===== src/rtl/param_dp_ram_pkg.sv =====
// Shared types for the parametrised dual-port RAM: read-during-write policy
// and clear-engine state encoding.
package param_dp_ram_pkg;

   typedef enum {WRITE_FIRST, READ_FIRST} rdw_mode_t;

   typedef enum logic {IDLE, CLEAR} clr_state_t;

endpackage


===== src/rtl/param_dp_ram_core.sv =====
// Plain block storage: one byte-enabled write port and two registered,
// enable-gated read ports. No reset on the array or the read registers.
module param_dp_ram_core #(
   parameter int ADDRESSWIDTH = 6,
   parameter int BITWIDTH     = 16,
   parameter int DEPTH        = 34,
   parameter int BYTE_W       = 8,
   localparam int BE_W        = BITWIDTH / BYTE_W
) (
   input  logic                    clk,
   input  logic                    wr_en,
   input  logic [BE_W-1:0]         wr_be,
   input  logic [ADDRESSWIDTH-1:0] wr_addr,
   input  logic [BITWIDTH-1:0]     wr_data,
   input  logic                    rd_en_a,
   input  logic [ADDRESSWIDTH-1:0] rd_addr_a,
   output logic [BITWIDTH-1:0]     rd_data_a,
   input  logic                    rd_en_b,
   input  logic [ADDRESSWIDTH-1:0] rd_addr_b,
   output logic [BITWIDTH-1:0]     rd_data_b
);

   (* ram_style = "block" *) logic [BITWIDTH-1:0] mem [DEPTH];

   // Reads sample the array before this edge's write lands: old-word behaviour.
   always_ff @(posedge clk) begin
      if (wr_en) begin
         for (int i = 0; i < BE_W; i++) begin
            if (wr_be[i]) begin
               mem[wr_addr][i*BYTE_W +: BYTE_W] <= wr_data[i*BYTE_W +: BYTE_W];
            end
         end
      end
      if (rd_en_a) begin
         rd_data_a <= mem[rd_addr_a];
      end
      if (rd_en_b) begin
         rd_data_b <= mem[rd_addr_b];
      end
   end

endmodule


===== src/rtl/param_dp_ram.sv =====
// Simple-dual-port RAM with byte enables, registered reads with valid strobes,
// a zero-sweep clear engine and a selectable port-A read-during-write policy.
//
//  state | meaning
//  ------+----------------------------------------------------------
//  IDLE  | user traffic served; clr_req starts a sweep next cycle
//  CLEAR | writing zero to address cnt each cycle; user traffic dropped
module param_dp_ram
   import param_dp_ram_pkg::*;
#(
   parameter int        ADDRESSWIDTH = 6,
   parameter int        BITWIDTH     = 16,
   parameter int        DEPTH        = 34,
   parameter int        BYTE_W       = 8,
   parameter rdw_mode_t RDW_MODE     = WRITE_FIRST,
   parameter bit        INIT_CLEAR   = 1'b1,
   localparam int       BE_W         = BITWIDTH / BYTE_W
) (
   input  logic                    clk,
   input  logic                    rst_n,
   input  logic                    clr_req,
   output logic                    busy,
   input  logic                    we,
   input  logic [BE_W-1:0]         be,
   input  logic                    re_a,
   input  logic [ADDRESSWIDTH-1:0] a,
   input  logic [BITWIDTH-1:0]     din,
   output logic [BITWIDTH-1:0]     spo,
   output logic                    spo_vld,
   input  logic                    re_b,
   input  logic [ADDRESSWIDTH-1:0] dpra,
   output logic [BITWIDTH-1:0]     dpo,
   output logic                    dpo_vld
);

   localparam logic [ADDRESSWIDTH-1:0] LAST    = ADDRESSWIDTH'(DEPTH - 1);
   localparam logic [ADDRESSWIDTH:0]   DEPTH_W = (ADDRESSWIDTH + 1)'(DEPTH);
   localparam clr_state_t              RST_ST  = INIT_CLEAR ? CLEAR : IDLE;

   clr_state_t                state, state_nxt;
   logic [ADDRESSWIDTH-1:0]   cnt;
   logic                      clr_we, user_en;
   logic                      in_a, in_b, wr_user, rd_a, rd_b;
   logic                      core_wr_en;
   logic [BE_W-1:0]           core_wr_be;
   logic [ADDRESSWIDTH-1:0]   core_wr_addr;
   logic [BITWIDTH-1:0]       core_wr_data;
   logic [BITWIDTH-1:0]       core_a, core_b;
   logic                      a_zero_q, b_zero_q, a_byp_q;
   logic [BE_W-1:0]           byp_be_q;
   logic [BITWIDTH-1:0]       byp_din_q;

   always_ff @(posedge clk or negedge rst_n) begin
      if (!rst_n) begin
         state <= RST_ST;
      end else begin
         state <= state_nxt;
      end
   end

   always_comb begin
      state_nxt = state;
      case (state)
         IDLE:    if (clr_req) state_nxt = CLEAR;
         CLEAR:   if (cnt == LAST) state_nxt = IDLE;
         default: state_nxt = IDLE;
      endcase
   end

   always_comb begin
      busy    = (state == CLEAR);
      clr_we  = (state == CLEAR);
      user_en = (state == IDLE);
   end

   always_ff @(posedge clk or negedge rst_n) begin
      if (!rst_n) begin
         cnt <= '0;
      end else if (clr_we) begin
         cnt <= (cnt == LAST) ? '0 : cnt + ADDRESSWIDTH'(1);
      end
   end

   assign in_a    = ({1'b0, a} < DEPTH_W);
   assign in_b    = ({1'b0, dpra} < DEPTH_W);
   assign wr_user = user_en && we && in_a && (|be);
   assign rd_a    = user_en && re_a && in_a;
   assign rd_b    = user_en && re_b && in_b;

   // The sweep owns the write port whenever it runs.
   always_comb begin
      core_wr_en   = clr_we || wr_user;
      core_wr_be   = clr_we ? '1 : be;
      core_wr_addr = clr_we ? cnt : a;
      core_wr_data = clr_we ? '0 : din;
   end

   param_dp_ram_core #(
      .ADDRESSWIDTH (ADDRESSWIDTH),
      .BITWIDTH     (BITWIDTH),
      .DEPTH        (DEPTH),
      .BYTE_W       (BYTE_W)
   ) u_core (
      .clk       (clk),
      .wr_en     (core_wr_en),
      .wr_be     (core_wr_be),
      .wr_addr   (core_wr_addr),
      .wr_data   (core_wr_data),
      .rd_en_a   (rd_a),
      .rd_addr_a (a),
      .rd_data_a (core_a),
      .rd_en_b   (rd_b),
      .rd_addr_b (dpra),
      .rd_data_b (core_b)
   );

   // Zero flags cover both reset and out-of-range reads, since the core
   // read registers carry no reset.
   always_ff @(posedge clk or negedge rst_n) begin
      if (!rst_n) begin
         spo_vld   <= 1'b0;
         a_zero_q  <= 1'b1;
         a_byp_q   <= 1'b0;
         byp_be_q  <= '0;
         byp_din_q <= '0;
      end else begin
         spo_vld <= user_en && re_a;
         if (user_en && re_a) begin
            a_zero_q  <= !in_a;
            a_byp_q   <= (RDW_MODE == WRITE_FIRST) && wr_user;
            byp_be_q  <= be;
            byp_din_q <= din;
         end
      end
   end

   always_ff @(posedge clk or negedge rst_n) begin
      if (!rst_n) begin
         dpo_vld  <= 1'b0;
         b_zero_q <= 1'b1;
      end else begin
         dpo_vld <= user_en && re_b;
         if (user_en && re_b) begin
            b_zero_q <= !in_b;
         end
      end
   end

   // Write-first: overlay the written lanes on the old word read by the core.
   always_comb begin
      spo = '0;
      if (!a_zero_q) begin
         for (int i = 0; i < BE_W; i++) begin
            spo[i*BYTE_W +: BYTE_W] = (a_byp_q && byp_be_q[i]) ?
                                      byp_din_q[i*BYTE_W +: BYTE_W] :
                                      core_a[i*BYTE_W +: BYTE_W];
         end
      end
   end

   assign dpo = b_zero_q ? '0 : core_b;

endmodule


===== config.mk =====
export PLATFORM = sky130hd
export DESIGN_NAME = param_dp_ram
export DESIGN_NICKNAME = d
export VERILOG_FILES = /design/src/rtl/param_dp_ram_pkg.sv /design/src/rtl/param_dp_ram_core.sv /design/src/rtl/param_dp_ram.sv
export SDC_FILE = /design/constraint.sdc
export NUM_CORES = 1
export LEC_CHECK = 0
export BUFFER_PORTS_ARGS = -buffer_cell sky130_fd_sc_hd__buf_4
export CORE_MARGIN = 5
export CORE_UTILIZATION = 60
export CTS_CLUSTER_SIZE = 12
export DETAILED_ROUTE_END_ITERATION = 8
export PLACE_DENSITY = 0.79
export SLEW_MARGIN = 20
export SYNTH_ARGS = -nofsm -noshare
export SYNTH_HDL_FRONTEND = slang
export SYNTH_HIERARCHICAL = 1
export SYNTH_SLANG_ARGS = --single-unit

===== constraint.sdc =====
create_clock -name clk -period 5.65 [get_ports clk]
set_input_delay 0.2825 -clock clk [delete_from_list [all_inputs] [get_ports clk]]
set_output_delay 0.2825 -clock clk [all_outputs]
set_load 0.05 [all_outputs]

== After elaboration in Yosys (flattened, before gate mapping) ==
Memory sizes are Yosys's and may differ from the RTL's. A register that Yosys moved wholly into a read port is not among the register bits.
Cells that the tools add are included.
Storage, ports and cells
  register bits after elaboration: 30
  memory bits (writable): 544
  input port bits: 36
  output and inout bits: 35
  logic and storage cells: 45
  memories kept: 1
Cells by class
  add/subtract/negate cells: 1
  $lt $le $gt $ge: 2
  eq/ne operators: 1
  mux-type cells: 17
  bitwise gates (word level): 1
  reduce and logical (&&, ||, !) cells: 13
Memories
  u_core.mem: depth 34, bits a word 16, read ports 2, clocked after memory_dff 2, wr ports 1, RTL line param_dp_ram_core.sv:23  | (* ram_style = "block" *) logic [BITWIDTH-1:0] mem [DEPTH];
Operators with widths (number)
  two-way mux 16 bit: 3
  two-way mux 8 bit: 2
  < comparator 6 bit (second input constant): 2
  two-way mux 6 bit: 2
  logical AND 1 bit: 9
  two-way mux 1 bit: 8
  adder 6 x 1 -> 6 bit (second input constant): 1
  equality test 6 bit (second input constant): 1
  logical NOT 1 bit: 2
  two-way mux 2 bit: 1
  one-hot mux 1 bit (2 select lines): 1
  OR reduction 2 bit: 1
  logical OR 1 bit: 1
  NOT 1 bit: 1

== Depth between registers and ports, before layout ==
  depth after elaboration: 7
  depth in mapped cells: 7
  depth with buffers taken out: 6

== By module ==
The synthesis kept the hierarchy.
Modules (own cells, without submodules)
  param_dp_ram_core: times used 1, cells an instance 1784, area an instance 27697.8 um^2
  param_dp_ram: times used 1, cells an instance 229, area an instance 1793.0 um^2

== Worst setup path after synthesis ==
No wires, ideal clock.
  kind: register to register
  start: register state, in the netlist busy
  end: memory u_core.mem[28][0], enable pin
  arrival: 2.595 ns
  data required time: 5.280 ns
  setup slack: 2.684 ns
  cell stages (with the launch flop): 8
  buffers on the path: 4
  clock period less this slack: 2.966 ns
  cell sequence: dfstp_2 buf_4 buf_2 mux2_2 clkbuf_1 or3b_2 clkbuf_1 nor2_1
Between the ends
  elaborated cells between the ends (all ways): 10
RTL lines
  start, declared: RTL line param_dp_ram.sv:40  | clr_state_t state, state_nxt;
  start signal, assigned: RTL line param_dp_ram.sv:57  | state <= state_nxt;
  two-way mux 6 bit: RTL line param_dp_ram.sv:94  | core_wr_addr = clr_we ? cnt : a;
  net core_wr_addr[1]: RTL line param_dp_ram.sv:46  | logic [ADDRESSWIDTH-1:0] core_wr_addr;
  end, declared: RTL line param_dp_ram_core.sv:23
The timed path passes the listed nets, and every way through them passes these cells.

== Worst setup path in the final report ==
  start: register state, in the netlist busy
  end: register u_core.rd_data_a[15] (read register of u_core.mem), enable pin
Between the ends
  word-level cells in the longest chain between the ends: 3
Ends and longest elaborated chain
  NOT 1 bit: RTL line param_dp_ram.sv:73  | user_en = (state == IDLE);
  logical AND 1 bit (2 in series): RTL line param_dp_ram.sv:87  | assign rd_a = user_en && re_a && in_a;
  net rd_a: RTL line param_dp_ram.sv:43  | logic in_a, in_b, wr_user, rd_a, rd_b;
  end, declared: RTL line param_dp_ram_core.sv:17  | output logic [BITWIDTH-1:0] rd_data_a,
The timed path passes the listed nets, and every way through them passes these cells.
A chain may end at the register's enable or synchronous reset.

==> metrics.yaml <==
nFillCells: 3331
clock_latency_ns: 0.63
synth-main-ff-cell: "edfxtp_1"
placed_cells: 2616
synth_area_leaders: "edfxtp_1 59%, mux2i_1 17%, a22oi_1 3.3%"
crit_required_ns: 5.92
period_minus_slack_ns: 3.32
final_max_slew_viol_count: 0
power_density_nw_per_um2: 365
rows: 81
area_delta_synth_final_pct: 9.43
total_power_mw: 11.8
maxSlewHeadroom_pct: 28.2
final_cells: 2738
tightest_slew_ns: 1.08
yosys.area.top_type: "edfxtp_1"
setup_viol: 0
cp_slowest_cell: "nand2b_1"
coreArea_um2: 48700
antenna_cells: 0
grt_use_total_pct: 29.8
drc_errors: 0
netlist_instances: 2013
finalSetupTns_ns: 0
viasPerCell: 7.09
clock_sinks: 606
avgSynthCellArea_um2: 14.7
cp_cell_sequence: "buf_4 -> nand2b_1 -> inv_1 -> and2_1"
cp.arrival_ns: 3.59
max_stage_delay_ns: 0.72
post_cts_buffers: 0
grt_antenna_before_repair: 0
crit_fanout: 32
wire_per_inst_um: 29.9
vias: 19413
cts_max_level: 2
status: "finished, final reports clean"
max-vdd-ir-drop_uv: 278
final_common_cell: "edfxtp_1"
drv_cap: 0
syn_area_um2: 29500
syn_nets: 2051
overflow: 0
nNetsFinal: 2073
crit_path_end_kind: "register"
crit_type: "register to register"
dp_hpwl_um: 50300
finalWirelength_um: 81800
path_clk_slew_ns: 0.06
start_util_pct: 60.5
ys_seq_area_share_pct: 61.2
holdCritPathClass: "input port to register"
ios: 71
die-area_um2: 53700
cts_buffers: 59
clockRootBuffer: "clkbuf_16"
holdWs_ns: 0.0907
synthArstFlopShare_pct: 4.95
clock_path_buffers: 3
ys_types: 41
p_leak_nw: 12.0
finalHoldViolCount: 0
synth_enable_flop_cells: 576
grt_pass1_wl_um: 121000
ys_ff_latch: 606
cts_tree: "built"
grt_pass1_vias: 18981
fmax_mhz: 301
cts_resized: 0
rsz0062_at_grt: "no"
gp_congestion: 0.895
postRouteAntennaNets: 0
grt_max_degree: 114
mostFrequentLayoutCells: "576 x edfxtp_1, 512 x mux2i_1, 129 x a22oi_1"
fp.dieH_um: 232
critPathLaunchType: "register"
min_period_over_period_pct: 58.7
drive_gt1_share_pct: 15.4
synth_top_area_share_pct: 58.7
yosys_warnings: 6
skew_ns: 0.0120
port_buffers: 70
drtPass1Iterations: 6
die_w_um: 232
drt_iter0_markers: 2599
[kinds of logic after synthesis]
group                    after synthesis  synth area share, %
flip-flops                           606                 61.2
multiplexers                         550                 18.8
AO/OA/AOI/OAI                        412                 12.2
AND/OR/NAND/NOR                      284                 4.36
buffers and inverters                157                 3.22
XOR/XNOR                               2               0.0594
adder cells (fa/ha/maj)                2               0.0848
[path summary, 6_finish.rpt]
check,slack (ns),cells past startpoint,end,start
worst max-delay path,2.33,4,u_core/rd_data_a[15]$_DFFE_PP_,busy$_DFF_PN1_
min in group asynchronous,0.16,2,byp_din_q[10]$_DFFE_PN0P_,rst_n
worst min register to register,0.48,2,byp_din_q[9]$_DFFE_PN0P_,byp_din_q[9]$_DFFE_PN0P_
worst max register to register,2.33,4,u_core/rd_data_a[15]$_DFFE_PP_,busy$_DFF_PN1_
worst min-delay path,0.09,3,a_zero_q$_DFFE_PN1P_,a[3]
max in group asynchronous,5.17,2,a_zero_q$_DFFE_PN1P_,rst_n
[metal layers]
| metal | GRT usage (%) | share of wire (%) |
|---|---|---|
| met5 | 0 | 0 |
| met4 | 10.2 | 3.6 |
| met3 | 5.82 | 11 |
| met2 | 45.6 | 45 |
| met1 | 43.4 | 40 |
[worst max-delay path: cells and delay by family (launching register included)]
kind	cells	cell delay, ns
flops	1	0.61
buf+inv	2	1.06
simple gates	2	1.26
[synthesized netlist by cell type, drive strengths merged, types with 2 or more instances]
library cell,number
a22oi,129
nand3b,3
mux2,38
a22o,64
edfxtp,576
nand2b,10
buf,112
nand4,4
ha,2
o41ai,33
o21ai,5
or2,5
and2,4
nor2b,38
nand3,19
a21oi,82
inv,3
and3b,2
a221oi,64
o22ai,33
dfrtp,27
mux2i,512
or3,2
xnor2,2
clkbuf,42
dfstp,3
nor2,74
nand2,120
[report_power, final]
part | internal [mW] | total [mW] | switching [mW]
logic | 0.681 | 2.34 | 1.66
clock network | 2.03 | 3.65 | 1.62
registers | 5.50 | 5.80 | 0.294
total | 8.21 | 11.8 | 3.57
[repair_timing]
action / 4_1_cts / 5_1_grt
endpoints found under the setup margin: 0 / 0
hold endpoints to repair: 51 / 0
hold buffers: 22 / 0
[final cells by class]
cell class | count | area, um2 | area share (%)
inverter | 3 | 11.3 | 0.0349
clock inverter | 8 | 73.8 | 0.229
sequential | 606 | 18100 | 55.9
timing repair buffer | 115 | 996 | 3.09
clock buffer | 92 | 1650 | 5.12
tap | 664 | 831 | 2.57
multi-input combinational | 1250 | 10700 | 33.0
[per-stage QoR]
step	setup slack, ns	util [%]	cell area [um2]
final	2.33	66.2	32300
after global routing	2.11	66.2	32300
after CTS	2.35	66.2	32300
after detailed placement	2.36	62.2	30300
after global placement	2.51	62.2	30300
after floorplan	2.68	-	29500
[flip-flops by register name, summed over array words and instances (netlist names)]
| register | cells |
|---|---|
| a_byp_q | 1 |
| a_zero_q | 1 |
| b_zero_q | 1 |
| busy | 1 |
| byp_be_q | 2 |
| byp_din_q | 16 |
| cnt | 6 |
| dpo_vld | 1 |
| spo_vld | 1 |
| u_core/mem | 544 |
| u_core/rd_data_a | 16 |
| u_core/rd_data_b | 16 |
(Power assumes the default switching activity.)
